[src/rtl/mem_arbiter_ctrl_if.sv]
// mem_arbiter_ctrl_if: requester channels plus byte-serial RAM/IO bus bundle
interface mem_arbiter_ctrl_if #(
   parameter int NUM_PORTS = 2,
   parameter int ADDR_W    = 32
);
   logic                          rdy;
   logic [NUM_PORTS-1:0]          req;
   logic [NUM_PORTS-1:0]          wr;
   logic [2*NUM_PORTS-1:0]        size;
   logic [ADDR_W*NUM_PORTS-1:0]   addr;
   logic [32*NUM_PORTS-1:0]       wdata;
   logic [31:0]                   rdata;
   logic [NUM_PORTS-1:0]          done;
   logic                          busy;
   logic [7:0]                    mem_din;
   logic [7:0]                    mem_dout;
   logic [31:0]                   mem_a;
   logic                          mem_wr;
   logic                          io_buffer_full;
   modport master (
      output rdy, req, wr, size, addr, wdata, mem_din, io_buffer_full,
      input  rdata, done, busy, mem_dout, mem_a, mem_wr
   );
   modport slave (
      input  rdy, req, wr, size, addr, wdata, mem_din, io_buffer_full,
      output rdata, done, busy, mem_dout, mem_a, mem_wr
   );
endinterface

[src/rtl/mem_arbiter_ctrl.sv]
// mem_arbiter_ctrl: arbitrates NUM_PORTS requesters onto a byte-serial 8-bit RAM/IO bus
module mem_arbiter_ctrl #(
   parameter int NUM_PORTS = 2,
   parameter int ADDR_W    = 32,
   parameter int RR_MODE   = 0
) (
   input logic               clk,
   input logic               rst,
   mem_arbiter_ctrl_if.slave bus
);
   localparam int PW = NUM_PORTS > 1 ? $clog2(NUM_PORTS) : 1;
   localparam logic [1:0] IDLE  = 2'd0;
   localparam logic [1:0] READ  = 2'd1;
   localparam logic [1:0] WRITE = 2'd2;
   logic [1:0]           state_q, state_d, k_q, k_d, last_q, last_d, k_nx, size_g;
   logic [PW-1:0]        g_q, g_d, ptr_q, ptr_d, gnt;
   logic [ADDR_W-1:0]    mem_a_q, mem_a_d, addr_g;
   logic [31:0]          wdata_q, wdata_d, rdata_q, rdata_d, wdata_g;
   logic [7:0]           mem_dout_q, mem_dout_d;
   logic                 mem_wr_q, mem_wr_d, wr_g, found, busy, stall, abort, adv, fin, start;
   logic [NUM_PORTS-1:0] done_q, done_d, elig;
   // Pick the granted port: lowest index, or first eligible at/after the RR pointer
   always_comb begin
      int j;
      j     = 0;
      elig  = bus.req & ~done_q;
      found = 1'b0;
      gnt   = '0;
      for (int i = 0; i < NUM_PORTS; i++) begin
         j = RR_MODE != 0 ? (int'(ptr_q) + i) % NUM_PORTS : i;
         if (!found && elig[j]) begin
            found = 1'b1;
            gnt   = PW'(j);
         end
      end
   end
   assign addr_g  = bus.addr[int'(gnt)*ADDR_W +: ADDR_W];
   assign size_g  = bus.size[int'(gnt)*2 +: 2];
   assign wdata_g = bus.wdata[int'(gnt)*32 +: 32];
   assign wr_g    = bus.wr[gnt];
   assign busy    = state_q != IDLE;
   // UART full only blocks write bytes aimed at the IO window
   assign stall   = state_q == WRITE && mem_a_q[17:16] == 2'b11 && bus.io_buffer_full;
   assign abort   = busy && !bus.req[g_q];
   assign adv     = busy && !abort && !stall;
   assign fin     = adv && k_q == last_q;
   assign start   = !busy && found;
   assign k_nx    = k_q + 2'd1;
   // Next-state: grant from IDLE, walk bytes, finish or abandon on abort
   always_comb begin
      state_d    = start ? (wr_g ? WRITE : READ) : (abort || fin) ? IDLE : state_q;
      g_d        = start ? gnt : g_q;
      ptr_d      = start ? (gnt == PW'(NUM_PORTS - 1) ? '0 : gnt + 1'b1) : ptr_q;
      last_d     = start ? (size_g == 2'd0 ? 2'd0 : size_g == 2'd1 ? 2'd1 : 2'd3) : last_q;
      k_d        = start ? 2'd0 : (adv && !fin) ? k_nx : k_q;
      mem_a_d    = start ? addr_g : (adv && !fin) ? mem_a_q + 1'b1 : mem_a_q;
      wdata_d    = start ? (wr_g ? wdata_g : '0) : wdata_q;
      mem_dout_d = start ? (wr_g ? wdata_g[7:0] : 8'h00) : (adv && !fin) ? wdata_q[{k_nx, 3'b000} +: 8] : mem_dout_q;
      mem_wr_d   = start ? wr_g : (abort || fin) ? 1'b0 : mem_wr_q;
      done_d     = fin ? NUM_PORTS'(1) << g_q : '0;
      rdata_d    = start ? '0 : rdata_q;
      if (adv && state_q == READ) rdata_d[{k_q, 3'b000} +: 8] = bus.mem_din;
   end
   // State registers; rdy low freezes everything
   always_ff @(posedge clk or posedge rst) begin
      if (rst) begin
         state_q    <= IDLE;
         g_q        <= '0;
         ptr_q      <= '0;
         last_q     <= 2'd0;
         k_q        <= 2'd0;
         mem_a_q    <= '0;
         wdata_q    <= '0;
         mem_dout_q <= 8'h00;
         mem_wr_q   <= 1'b0;
         done_q     <= '0;
         rdata_q    <= '0;
      end else if (bus.rdy) begin
         state_q    <= state_d;
         g_q        <= g_d;
         ptr_q      <= ptr_d;
         last_q     <= last_d;
         k_q        <= k_d;
         mem_a_q    <= mem_a_d;
         wdata_q    <= wdata_d;
         mem_dout_q <= mem_dout_d;
         mem_wr_q   <= mem_wr_d;
         done_q     <= done_d;
         rdata_q    <= rdata_d;
      end
   end
   assign bus.mem_a    = 32'(mem_a_q);
   assign bus.mem_dout = mem_dout_q;
   assign bus.mem_wr   = mem_wr_q && bus.rdy && !stall;
   assign bus.busy     = busy;
   assign bus.done     = done_q;
   assign bus.rdata    = rdata_q;
endmodule
[src/flat_wrapper.sv]
// flat-port wrapper written by rule: the top's interface ports become plain ports
module mem_arbiter_ctrl_flat 
#(
   parameter int NUM_PORTS = 2,
   parameter int ADDR_W    = 32,
   parameter int RR_MODE   = 0
)
  (clk, rst, bus_rdy, bus_req, bus_wr, bus_size, bus_addr, bus_wdata, bus_mem_din, bus_io_buffer_full, bus_rdata, bus_done, bus_busy, bus_mem_dout, bus_mem_a, bus_mem_wr);
  mem_arbiter_ctrl_if #(.NUM_PORTS(NUM_PORTS), .ADDR_W(ADDR_W)) bus_i ();
  input logic clk;
  input logic rst;
  input wire logic [$bits(bus_i.rdy)-1:0] bus_rdy;
  input wire logic [$bits(bus_i.req)-1:0] bus_req;
  input wire logic [$bits(bus_i.wr)-1:0] bus_wr;
  input wire logic [$bits(bus_i.size)-1:0] bus_size;
  input wire logic [$bits(bus_i.addr)-1:0] bus_addr;
  input wire logic [$bits(bus_i.wdata)-1:0] bus_wdata;
  input wire logic [$bits(bus_i.mem_din)-1:0] bus_mem_din;
  input wire logic [$bits(bus_i.io_buffer_full)-1:0] bus_io_buffer_full;
  output wire logic [$bits(bus_i.rdata)-1:0] bus_rdata;
  output wire logic [$bits(bus_i.done)-1:0] bus_done;
  output wire logic [$bits(bus_i.busy)-1:0] bus_busy;
  output wire logic [$bits(bus_i.mem_dout)-1:0] bus_mem_dout;
  output wire logic [$bits(bus_i.mem_a)-1:0] bus_mem_a;
  output wire logic [$bits(bus_i.mem_wr)-1:0] bus_mem_wr;
  assign bus_i.rdy = bus_rdy;
  assign bus_i.req = bus_req;
  assign bus_i.wr = bus_wr;
  assign bus_i.size = bus_size;
  assign bus_i.addr = bus_addr;
  assign bus_i.wdata = bus_wdata;
  assign bus_i.mem_din = bus_mem_din;
  assign bus_i.io_buffer_full = bus_io_buffer_full;
  assign bus_rdata = bus_i.rdata;
  assign bus_done = bus_i.done;
  assign bus_busy = bus_i.busy;
  assign bus_mem_dout = bus_i.mem_dout;
  assign bus_mem_a = bus_i.mem_a;
  assign bus_mem_wr = bus_i.mem_wr;
  mem_arbiter_ctrl #(.NUM_PORTS(NUM_PORTS), .ADDR_W(ADDR_W), .RR_MODE(RR_MODE)) u_core (.clk(clk), .rst(rst), .bus(bus_i));
endmodule
[config.mk]
export PLATFORM = sky130hd
export DESIGN_NAME = mem_arbiter_ctrl_flat
export DESIGN_NICKNAME = d
export VERILOG_FILES = /design/src/rtl/mem_arbiter_ctrl_if.sv /design/src/rtl/mem_arbiter_ctrl.sv /design/src/flat_wrapper.sv
export SDC_FILE = /design/constraint.sdc
export NUM_CORES = 1
export LEC_CHECK = 0
export ABC_CLOCK_PERIOD_IN_PS = 7840
export BUFFER_PORTS_ARGS = -buffer_cell sky130_fd_sc_hd__clkbuf_2
export CAP_MARGIN = 10
export CORE_MARGIN = 3
export CORE_UTILIZATION = 45
export CTS_CLUSTER_DIAMETER = 80
export DETAILED_ROUTE_END_ITERATION = 7
export GPL_TIMING_DRIVEN = 0
export PLACE_DENSITY_LB_ADDON = 0.05
export SETUP_SLACK_MARGIN = 0.02
export SYNTH_ARGS = -nofsm -noshare
export SYNTH_HDL_FRONTEND = slang
export SYNTH_SLANG_ARGS = --single-unit
[constraint.sdc]
create_clock -name clk -period 7.84 [get_ports clk]
set_input_delay 1.176 -clock clk [delete_from_list [all_inputs] [get_ports clk]]
set_output_delay 1.176 -clock clk [all_outputs]
set_load 0.02 [all_outputs]
==> qor.txt, run 1 <==
Initial Utilization = 46.4%
CP Launch Point = bus_rdy
vias = 6238
Worst R2R Start = u_core.k_q[0]$_DFFE_PP0P_
clk sinks = 113
Slew headroom = 28.1%
Critical Setup Path Class = in2out
syn avg cell area = 10.0 um2
postcts setup bufs = 0
GR Util All Layers = 28.3%
Post-CTS Hold Fix Bufs = 0
CTS tree = yes
sequential power share = 30.4%
Crit Path Max Fanout = 10
Post-synth EDFFs = 0
Lkg Pwr = 3.94 nW
Final nets = 1013
PD cells = 392 nW/um2
Setup Viol. Count Final = 0
Die W = 123 um
core area = 13300 um2
First-pass DRT Iterations = 5
Sum Neg Setup Slack = 0 ns
WHS Endpoint = u_core.wdata_q[29]$_DFFE_PP0P_
Synth-to-Final Area Change = 31.8%
Overflow after GRT = 0
cts repair resizes = 0
HPWL after DPL = 15600 um
hold path cells = 2
hold path startpoint = u_core.wdata_q[29]$_DFFE_PP0P_
crit-path max cell delay = 0.30 ns
Req. time, crit path = 6.66 ns
Peak VDD IR = 214 uV
final core utilization = 61.1%
Worst-Margin Slew = 1.08 ns
clock-pin slew on the worst setup and hold paths = 0.05 ns
crit-path cells = clkbuf_1 -> and3_1 -> clkbuf_2
gp weighted congestion = 0.891
f_max = 325 MHz
clk_skew = 0.00709 ns
final worst-path cycle share = 39.3%
area of the die = 15200 um2
CTS root buf = clkbuf_16
worst setup margin = 4.76 ns
Synth Warn # = 0
Routed WL = 21200 um
CTS Buf Count = 17
Rows = 42
DP Worst Slack = 4.66 ns
Net Switching = 1.38 mW
Critical path buffers and inverters = 2
Unique masters post-synth = 68
final worst path period need = 3.08 ns
Logic pwr share = 44.8%
ys flop type = dfrtp_1
Clock power frac = 24.8%
die height = 123 um
run status = finished clean
deepest clock path buffer count = 2
vias in the first global route = 6098
Port Buf Inserts = 222
first-pass GRT wire length = 32400 um
Synthesized Nets = 771
kind of end point of the critical path = output pin
sw frac = 43.1%
ant diodes = 0
pin count of the biggest net entering global routing = 91
fill count = 1168
max-cap viol count = 0
R2R depth = 9
post-synthesis sequential area ratio = 45.7%
reg2reg end = u_core.bus.mem_dout[1]$_DFFE_PP0P_
via/cell ratio = 5.95
Int Power = 1.82 mW
crit path launch type = primary input
ys async rst share = 100%
Hold Fails Final Rpt = 0
clock latency on the worst-skew pair = 0.42 ns
Post-route DRC = 0
arrival time worst endpoint = 1.90 ns
crit-path leading delay family = buffers and inverters
R2R Setup Slk = 4.95 ns
wire length per cell = 20.2 um
total power = 3.20 mW
Cell Area, Synth = 6190 um2
share of layout cells above drive strength 1 = 36.0%
Final ANT Viol Nets = 0
Top Ports = 224
Synth Register Bits = 113
Mapped Cells = 617
drt initial violations = 525
RSZ-0062 raised after global routing = false
CTS HTree Levels = 4
Slew Limit Fails = 0
initial antenna violation count = 0
worst hold path class = reg2reg
crit path max-delay cell type = clkbuf_1
flip-flops by register name, indices dropped and copies added (netlist names):
signal,flops
u_core.wdata_q,32
u_core.bus.done,2
u_core.last_q,2
u_core.bus.rdata,32
u_core.state_q,2
u_core.g_q,1
u_core.bus.mem_a,32
u_core.bus.mem_dout,8
u_core.k_q,2
worst min-delay path, cell delays in order (launching register included):
cell and delay [ns]:
dfrtp_1 0.33, nand2_1 0.04, o21ai_0 0.06
cell usage in the layout, fill, tap and decap left out, types with 4 or more instances in the layout:
master / count
a21oi_1: 28
a22o_1: 33
a31oi_1: 5
a32oi_1: 7
and2_1: 5
and3_1: 4
buf_2: 20
clkbuf_1: 17
clkbuf_16: 17
clkbuf_2: 226
clkinvlp_4: 4
dfrtp_1: 113
ha_1: 6
inv_1: 7
mux2_2: 4
mux2i_1: 37
mux4_2: 8
nand2_1: 72
nand2b_1: 6
nand3_1: 22
nand4_1: 11
nor2_1: 29
nor3_1: 7
o21a_1: 10
o21ai_0: 47
o22a_1: 18
o22ai_1: 13
o311ai_0: 8
o31ai_1: 12
cell type report:
cell class                      instances  area, um2  share of cell area (%)
Clock inverter                         13        161                    1.98
Clock buffer                           19        443                    5.43
Inverter                                8       35.0                   0.429
Timing Repair Buffer                  223       1140                    14.0
Tap cell                              176        220                    2.70
Multi-Input combinational cell        452       3130                    38.3
Buffer                                 44        206                    2.53
Sequential cell                       113       2830                    34.7
power by group through the flow:
stage | clock network [mW] | logic, mW | registers (mW)
after floorplan | 0 | 0.838 | 1.05
after global placement | 0 | 1.40 | 0.968
after detailed placement | 0 | 1.43 | 0.972
after CTS | 0.798 | 1.43 | 0.964
after global routing | 0.826 | 1.57 | 0.990
final | 0.793 | 1.43 | 0.971
logic make-up (layout without fill, tap and decap cells):
| group | count (synthesis) | in the layout | share of synthesized area, % |
|---|---|---|---|
| muxes | 50 | 50 | 9.84 |
| buffers and inverters | 52 | 307 | 3.82 |
| xor gates and xnor gates | 2 | 2 | 0.283 |
| and+or+nand+nor | 178 | 178 | 14.1 |
| AOI/OAI and AO/OA | 216 | 216 | 25.0 |
| adders and majority gates | 6 | 6 | 1.21 |
| DFF | 113 | 113 | 45.7 |
metrics by stage:
| stage | cells | instance area [um2] | hold slack, ns |
|---|---|---|---|
| floorplan | 617 | 6190 | 0.444 |
| global placement | 1015 | 7520 | 0.460 |
| detailed placement | 1016 | 7550 | 0.469 |
| CTS | 1048 | 8160 | 0.480 |
| global route | 1048 | 8160 | 0.517 |
| finish | 1048 | 8160 | 0.474 |
cell usage after synthesis (all sizes together), types with 4 or more instances:
| master | n | area, um2 |
|---|---|---|
| a22o | 34 | 299 |
| mux2 | 4 | 45.0 |
| mux2i | 38 | 384 |
| a32oi | 7 | 61.3 |
| and2 | 6 | 37.5 |
| o31ai | 12 | 90.1 |
| o311ai | 8 | 70.1 |
| nor2 | 30 | 115 |
| nor3 | 8 | 45.0 |
| nand4 | 11 | 68.8 |
| nor4 | 5 | 50.1 |
| o21a | 10 | 75.1 |
| nand2 | 72 | 270 |
| dfrtp | 113 | 2830 |
| a21oi | 30 | 158 |
| o22ai | 14 | 93.8 |
| ha | 6 | 75.1 |
| o22a | 18 | 158 |
| and3 | 4 | 25.0 |
| nand3 | 23 | 120 |
| nand2b | 6 | 37.5 |
| inv | 8 | 30.0 |
| o21ai | 51 | 263 |
| a31oi | 5 | 31.3 |
| mux4 | 8 | 180 |
| buf | 24 | 126 |
| clkbuf | 20 | 80.1 |
worst max-delay path by stage:
stage / end / cells after the start
3_3_place_gp: u_core.wdata_q[21]$_DFFE_PP0P_ / 2
5_1_grt: u_core.bus.mem_dout[1]$_DFFE_PP0P_ / 9
3_5_place_dp: u_core.bus.mem_a[20]$_DFFE_PP0P_ / 8
2_1_floorplan: u_core.bus.done[0]$_DFFE_PP0P_ / 1
6_report: bus_mem_wr / 3
4_1_cts: bus_mem_wr / 3
metal layers:
layer  global-route usage (%)  share of wire [%]  vias up
li1                         -                  -     2848
met1                     38.5                 43     3050
met2                     44.3                 47      300
met3                     7.00                7.9       40
met4                     9.97                2.1        0
met5                        0                  0        -
No activity file was read; power rests on OpenSTA's default activity.
==> run 2, diff against run 1 <==
--- a/config.mk
+++ b/config.mk
@@ -5,7 +5,7 @@
 export SDC_FILE = /design/constraint.sdc
 export NUM_CORES = 1
 export LEC_CHECK = 0
-export ABC_CLOCK_PERIOD_IN_PS = 7840
+export ABC_CLOCK_PERIOD_IN_PS = 3200
 export BUFFER_PORTS_ARGS = -buffer_cell sky130_fd_sc_hd__clkbuf_2
 export CAP_MARGIN = 10
 export CORE_MARGIN = 3
==> constraint.sdc (replaced) <==
create_clock -name clk -period 3.2 [get_ports clk]
set_input_delay 0.48 -clock clk [delete_from_list [all_inputs] [get_ports clk]]
set_output_delay 0.48 -clock clk [all_outputs]
set_load 0.02 [all_outputs]
==> run 2 against run 1 <==
Setup slack worse by 4.5 ns. Die area stayed put. Flip-flop and latch count stayed put. Core utilization is 0.34 points higher. Cell count hardly changed. Non-clock buffer count is 1 higher. Critical path type is now reg2reg. Highest routed layer unchanged.
==> qor.txt, run 2 (same netlist as run 1, synthesis figures left out) <==
f_max = 344 MHz
clock latency on the worst-skew pair = 0.42 ns (about the same)
Int Power = 4.56 mW (+150%)
Critical Setup Path Class = reg2reg
fill count = 1180 (+1.0%)
pin count of the biggest net entering global routing = 41 (-55%)
crit-path most repeated cell = buf_2
gp weighted congestion = 0.872 (-2.2%)
kind of end point of the critical path = flop
RSZ-0062 raised after global routing = false
Rows = 42 (unchanged)
clock-pin slew on the worst setup and hold paths = 0.06 ns (about the same)
GR Util All Layers = 28.4% (+0.12 points)
final worst path period need = 2.91 ns
HPWL after DPL = 15700 um (+0.47%)
Req. time, crit path = 3.51 ns (-3.15 ns)
run status = finished clean
commonest non-fill, non-tap cell in the layout = clkbuf_2
GR peak layer = met2
Post-route DRC = 0 (unchanged)
multi-input combinational cell area = 3130 um2 (unchanged)
Post-CTS Hold Fix Bufs = 0 (unchanged)
PD cells = 968 nW/um2 (+150%)
sequential cell area = 2830 um2 (unchanged)
Synth-to-Final Area Change = 32.5%
area of the die = 15200 um2 (unchanged)
Worst-Margin Slew = 1.01 ns (-0.0653 ns)
Setup Viol. Count Final = 0 (unchanged)
Logic pwr share = 44.4% (-0.4 points)
deepest clock path buffer count = 2 (unchanged)
worst hold path class = in2async
reg2reg end = u_core.bus.mem_dout[7]$_DFFE_PP0P_
placed insts = 1017 (+0.098%)
total power = 7.94 mW (+150%)
arrival time worst endpoint = 3.22 ns (+1.32 ns)
share of layout cells above drive strength 1 = 36.2% (+0.19 points)
clk sinks = 113 (unchanged)
Overflow after GRT = 0 (unchanged)
Crit Path Max Fanout = 10 (unchanged)
Finished Layout Cells = 1049 (+0.095%)
Final ANT Viol Nets = 0 (unchanged)
final worst-path cycle share = 91.0%
clk_skew = 0.0155 ns (+0.00841 ns)
Slew headroom = 32.4% (+4.4 points)
CTS tree = yes
R2R Setup Slk = 0.29 ns (-4.66 ns)
CTS Buf Count = 17 (unchanged)
via/cell ratio = 5.95 (about the same)
R2R depth = 9 (unchanged)
vias = 6244 (+0.096%)
commonest non-fill, non-tap cells in the layout = clkbuf_2, dfrtp_1, nand2_1
die height = 123 um (unchanged)
First-pass DRT Iterations = 7 (+2)
Net Switching = 3.38 mW (+150%)
wire length per cell = 20.3 um (+0.41%)
postcts setup bufs = 0 (unchanged)
drt initial violations = 687 (+31%)
Sum Neg Setup Slack = 0 ns (unchanged)
Hold Fails Final Rpt = 0 (unchanged)
CTS root buf = clkbuf_16
crit path max-delay cell type = clkbuf_1
Worst R2R Start = u_core.k_q[0]$_DFFE_PP0P_
core area = 13300 um2 (unchanged)
GR Util met3 = 6.18% (-0.82 points)
cts repair resizes = 0 (unchanged)
CTS HTree Levels = 4 (unchanged)
initial antenna violation count = 0 (unchanged)
crit path launch type = flop
Top Ports = 224 (unchanged)
ant diodes = 0 (unchanged)
Lkg Pwr = 3.96 nW (+0.34%)
Final nets = 1014 (+0.099%)
Slew Limit Fails = 0 (unchanged)
vias in the first global route = 6072 (-0.43%)
Routed WL = 21300 um (+0.51%)
GR Util met1 = 40.2% (+1.7 points)
Clock power frac = 25.7% (+0.9 points)
sw frac = 42.6% (-0.51 points)
first-pass GRT wire length = 32700 um (+0.74%)
Die W = 123 um (unchanged)
crit-path max cell delay = 0.48 ns (+0.18 ns)
max-cap viol count = 0 (unchanged)
GR Util met2 = 43.5% (-0.78 points)
crit-path cells = buf_2 -> buf_2 -> inv_1 -> ha_1 -> clkbuf_1 -> mux4_2 -> nand2_1 -> o311ai_0 -> o21a_1
sequential power share = 29.9% (-0.5 points)
Peak VDD IR = 587 uV (+170%)
Port Buf Inserts = 222 (unchanged)
Initial Utilization = 46.4% (unchanged)
## run 2: stage by stage
stage               hold slack [ns]  instance area, um2  setup WS, ns  util [%]
finish                        0.226                8200         0.289      61.5
global route                  0.289                8200        0.0382      61.5
CTS                           0.237                8200         0.272      61.5
detailed placement            0.468                7570         0.296      56.7
global placement              0.457                7530         0.349      56.4
floorplan                     0.444                6190         0.812         -
## run 2: area by class of cell
type | instances | area share [%]
multi-input cells | 452 | 38.1
flip-flops and latches | 113 | 34.5
repair buffers | 224 | 14.0
clock buffers | 19 | 5.52
well taps | 176 | 2.68
plain buffers | 44 | 2.52
clock inverters | 13 | 2.26
inverters | 8 | 0.412
## run 2: worst max-delay path, delay by kind of cell, from the launching register on
kind                     cells  cell delay (ns)
buffers and inverters        4             1.22
AO/OA/AOI/OAI                2             0.27
multiplexers                 1             0.42
flip-flops                   1             0.37
adder cells (fa/ha/maj)      1             0.42
AND/OR/NAND/NOR              1             0.08
## run 2: power groups by stage
| stage | Clock, mW | Sequential, mW | Combinational, mW |
|---|---|---|---|
| finish | 2.04 | 2.37 | 3.53 |
| global route | 2.14 | 2.42 | 3.85 |
| CTS | 2.06 | 2.36 | 3.52 |
| detailed placement | 0 | 2.38 | 3.49 |
| global placement | 0 | 2.37 | 3.43 |
| floorplan | 0 | 2.58 | 2.05 |
## run 2: worst max-delay path by stage
stage	startpoint	end	cells after the start
6_report	u_core.k_q[0]$_DFFE_PP0P_	u_core.bus.mem_dout[7]$_DFFE_PP0P_	9
5_1_grt	u_core.k_q[0]$_DFFE_PP0P_	u_core.bus.mem_dout[3]$_DFFE_PP0P_	9
4_1_cts	u_core.k_q[0]$_DFFE_PP0P_	u_core.bus.mem_dout[5]$_DFFE_PP0P_	9
3_5_place_dp	u_core.k_q[0]$_DFFE_PP0P_	u_core.bus.mem_dout[2]$_DFFE_PP0P_	9
3_3_place_gp	u_core.k_q[0]$_DFFE_PP0P_	u_core.bus.mem_dout[5]$_DFFE_PP0P_	9
2_1_floorplan	u_core.k_q[0]$_DFFE_PP0P_	u_core.bus.mem_dout[1]$_DFFE_PP0P_	9
## run 2: per-layer routing
layer  up-vias  wire [um]
met5         -          0
met3        39       1730
li1       2841          -
met2       308       9990
met4         0        438
met1      3056       9170
==> run 3, diff against run 2 <==
--- a/config.mk
+++ b/config.mk
@@ -5,9 +5,9 @@
 export SDC_FILE = /design/constraint.sdc
 export NUM_CORES = 1
 export LEC_CHECK = 0
-export ABC_CLOCK_PERIOD_IN_PS = 3200
+export ABC_CLOCK_PERIOD_IN_PS = 3100
 export BUFFER_PORTS_ARGS = -buffer_cell sky130_fd_sc_hd__clkbuf_2
-export CAP_MARGIN = 10
+export CAP_MARGIN = 20
 export CORE_MARGIN = 3
 export CORE_UTILIZATION = 45
 export CTS_CLUSTER_DIAMETER = 80
==> constraint.sdc (replaced) <==
create_clock -name clk -period 3.1 [get_ports clk]
set_input_delay 0.465 -clock clk [delete_from_list [all_inputs] [get_ports clk]]
set_output_delay 0.465 -clock clk [all_outputs]
set_load 0.02 [all_outputs]
==> run 3 against run 2 <==
Via count is 0.13% higher. Critical path depth unchanged. Core utilization barely moved. Cell count is the same. Non-clock buffer count is the same. Critical path type unchanged. Critical endpoint unchanged. Largest cell class unchanged. Highest routed layer unchanged.
==> qor.txt, run 3 (same netlist as run 1, synthesis figures left out) <==
commonest non-fill, non-tap cell in the layout = clkbuf_2
wire length per cell = 20.4 um (+0.15%)
Final nets = 1014 (unchanged)
GR Util met1 = 40.2% (unchanged)
Final ANT Viol Nets = 0 (unchanged)
max-cap viol count = 0 (unchanged)
Setup Viol. Count Final = 0 (unchanged)
GR Util met2 = 43.5% (unchanged)
Crit Path Max Fanout = 10 (unchanged)
Top Ports = 224 (unchanged)
arrival time worst endpoint = 2.99 ns (-0.23 ns)
ant diodes = 0 (unchanged)
vias in the first global route = 6072 (unchanged)
Rows = 42 (unchanged)
GR Util All Layers = 28.4% (unchanged)
run status = finished clean
Die W = 123 um (unchanged)
clock-pin slew on the worst setup and hold paths = 0.06 ns (about the same)
Initial Utilization = 46.4% (unchanged)
final worst path period need = 2.69 ns (-0.224 ns)
clock latency on the worst-skew pair = 0.42 ns (about the same)
kind of end point of the critical path = flop
RSZ-0062 raised after global routing = false
CTS HTree Levels = 4 (unchanged)
initial antenna violation count = 0 (unchanged)
f_max = 372 MHz (+8.4%)
Overflow after GRT = 0 (unchanged)
CTS Buf Count = 17 (unchanged)
Port Buf Inserts = 222 (unchanged)
Peak VDD IR = 604 uV (+2.9%)
share of layout cells above drive strength 1 = 36.3% (+0.11 points)
First-pass DRT Iterations = 7 (unchanged)
postcts setup bufs = 0 (unchanged)
drt initial violations = 687 (unchanged)
Hold Fails Final Rpt = 0 (unchanged)
worst hold path class = in2async
first-pass GRT wire length = 32700 um (unchanged)
Post-route DRC = 0 (unchanged)
CTS root buf = clkbuf_16
GR Util met3 = 6.18% (unchanged)
Synth-to-Final Area Change = 32.5% (about the same)
core area = 13300 um2 (unchanged)
CTS tree = yes
HPWL after DPL = 15700 um (unchanged)
Worst-Margin Slew = 1.01 ns (+0.000999 ns)
clk_skew = 0.0151 ns (-0.000422 ns)
Routed WL = 21400 um (+0.15%)
Critical Setup Path Class = reg2reg
commonest non-fill, non-tap cells in the layout = clkbuf_2, dfrtp_1, nand2_1
PD cells = 1000 nW/um2 (+3.3%)
area of the die = 15200 um2 (unchanged)
DP Worst Slack = 0.196 ns (-0.100 ns)
deepest clock path buffer count = 2 (unchanged)
clk sinks = 113 (unchanged)
gp weighted congestion = 0.872 (unchanged)
via/cell ratio = 5.96 (+0.13%)
die height = 123 um (unchanged)
Req. time, crit path = 3.40 ns (-0.11 ns)
Lkg Pwr = 3.96 nW (about the same)
pin count of the biggest net entering global routing = 41 (unchanged)
Slew headroom = 32.4% (-0.067 points)
final worst-path cycle share = 86.7% (-4.3 points)
Sum Neg Setup Slack = 0 ns (unchanged)
vias = 6252 (+0.13%)
crit path launch type = flop
GR peak layer = met2
Slew Limit Fails = 0 (unchanged)
worst setup margin = 0.414 ns (+0.124 ns)
-- run 3: cell counts in the layout (fill, tap and decap cells not counted) --
No cell type changed its count.
-- run 3: layer usage --
metal  vias to the layer above  part of all wire [%]
met4                         0                   2.2
met5                         -                     0
met2                       311                    47
li1                       2841                     -
met3                        44                   8.0
met1                      3056                    43
-- run 3: report_power, final --
part | total (mW) | internal (mW) | switching (mW)
sequential | 2.45 | 1.98 | 0.476
combinational | 3.65 | 1.35 | 2.30
clock | 2.11 | 1.38 | 0.722
-- run 3: worst max-delay path, stage by stage (launching register included) --
cell and delay, ns:
dfrtp_1 0.37, buf_2 0.24, buf_2 0.32, inv_1 0.18, ha_1 0.42, clkbuf_2 0.30
mux4_2 0.37, nand2_1 0.08, o311ai_0 0.13, o21a_1 0.14
-- run 3: area by class of cell --
cell class / instances / area [um2]
buffer: 44 / 208
clock buffer: 19 / 453
clock inverter: 13 / 185
fill: 1179 / 5140
inverter: 8 / 33.8
multi-input combinational: 452 / 3130
sequential: 113 / 2830
tap: 176 / 220
timing repair buffer: 224 / 1150
-- run 3: path summary, 6_finish.rpt --
path | start | slack [ns] | to | cells past startpoint
max | u_core.k_q[0]$_DFFE_PP0P_ | 0.41 | u_core.bus.mem_dout[7]$_DFFE_PP0P_ | 9
min | rst | 0.21 | u_core.bus.rdata[4]$_DFFE_PP0P_ | 2
max reg2reg | u_core.k_q[0]$_DFFE_PP0P_ | 0.41 | u_core.bus.mem_dout[7]$_DFFE_PP0P_ | 9
min reg2reg | u_core.wdata_q[13]$_DFFE_PP0P_ | 0.48 | u_core.wdata_q[13]$_DFFE_PP0P_ | 2
max in group asynchronous | rst | 1.92 | u_core.bus.mem_dout[1]$_DFFE_PP0P_ | 4
min in group clk | bus_mem_din[3] | 0.29 | u_core.bus.rdata[19]$_DFFE_PP0P_ | 2
-- run 3: what timing repair did --
action	in CTS	in global routing
setup endpoints to repair	0	8
resized for setup	0	2
hold buffers	0	0
-- run 3: stage by stage --
step | utilization (%) | hold slack, ns | total power, mW | std cells | instance area, um2
2_1_floorplan | - | 0.444 | 4.79 | 617 | 6190
3_3_place_gp | 56.4 | 0.457 | 5.98 | 1015 | 7530
3_5_place_dp | 56.7 | 0.468 | 6.06 | 1017 | 7570
4_1_cts | 61.5 | 0.222 | 8.19 | 1049 | 8200
5_1_grt | 61.5 | 0.274 | 8.68 | 1049 | 8210
6_report | 61.5 | 0.215 | 8.20 | 1049 | 8210
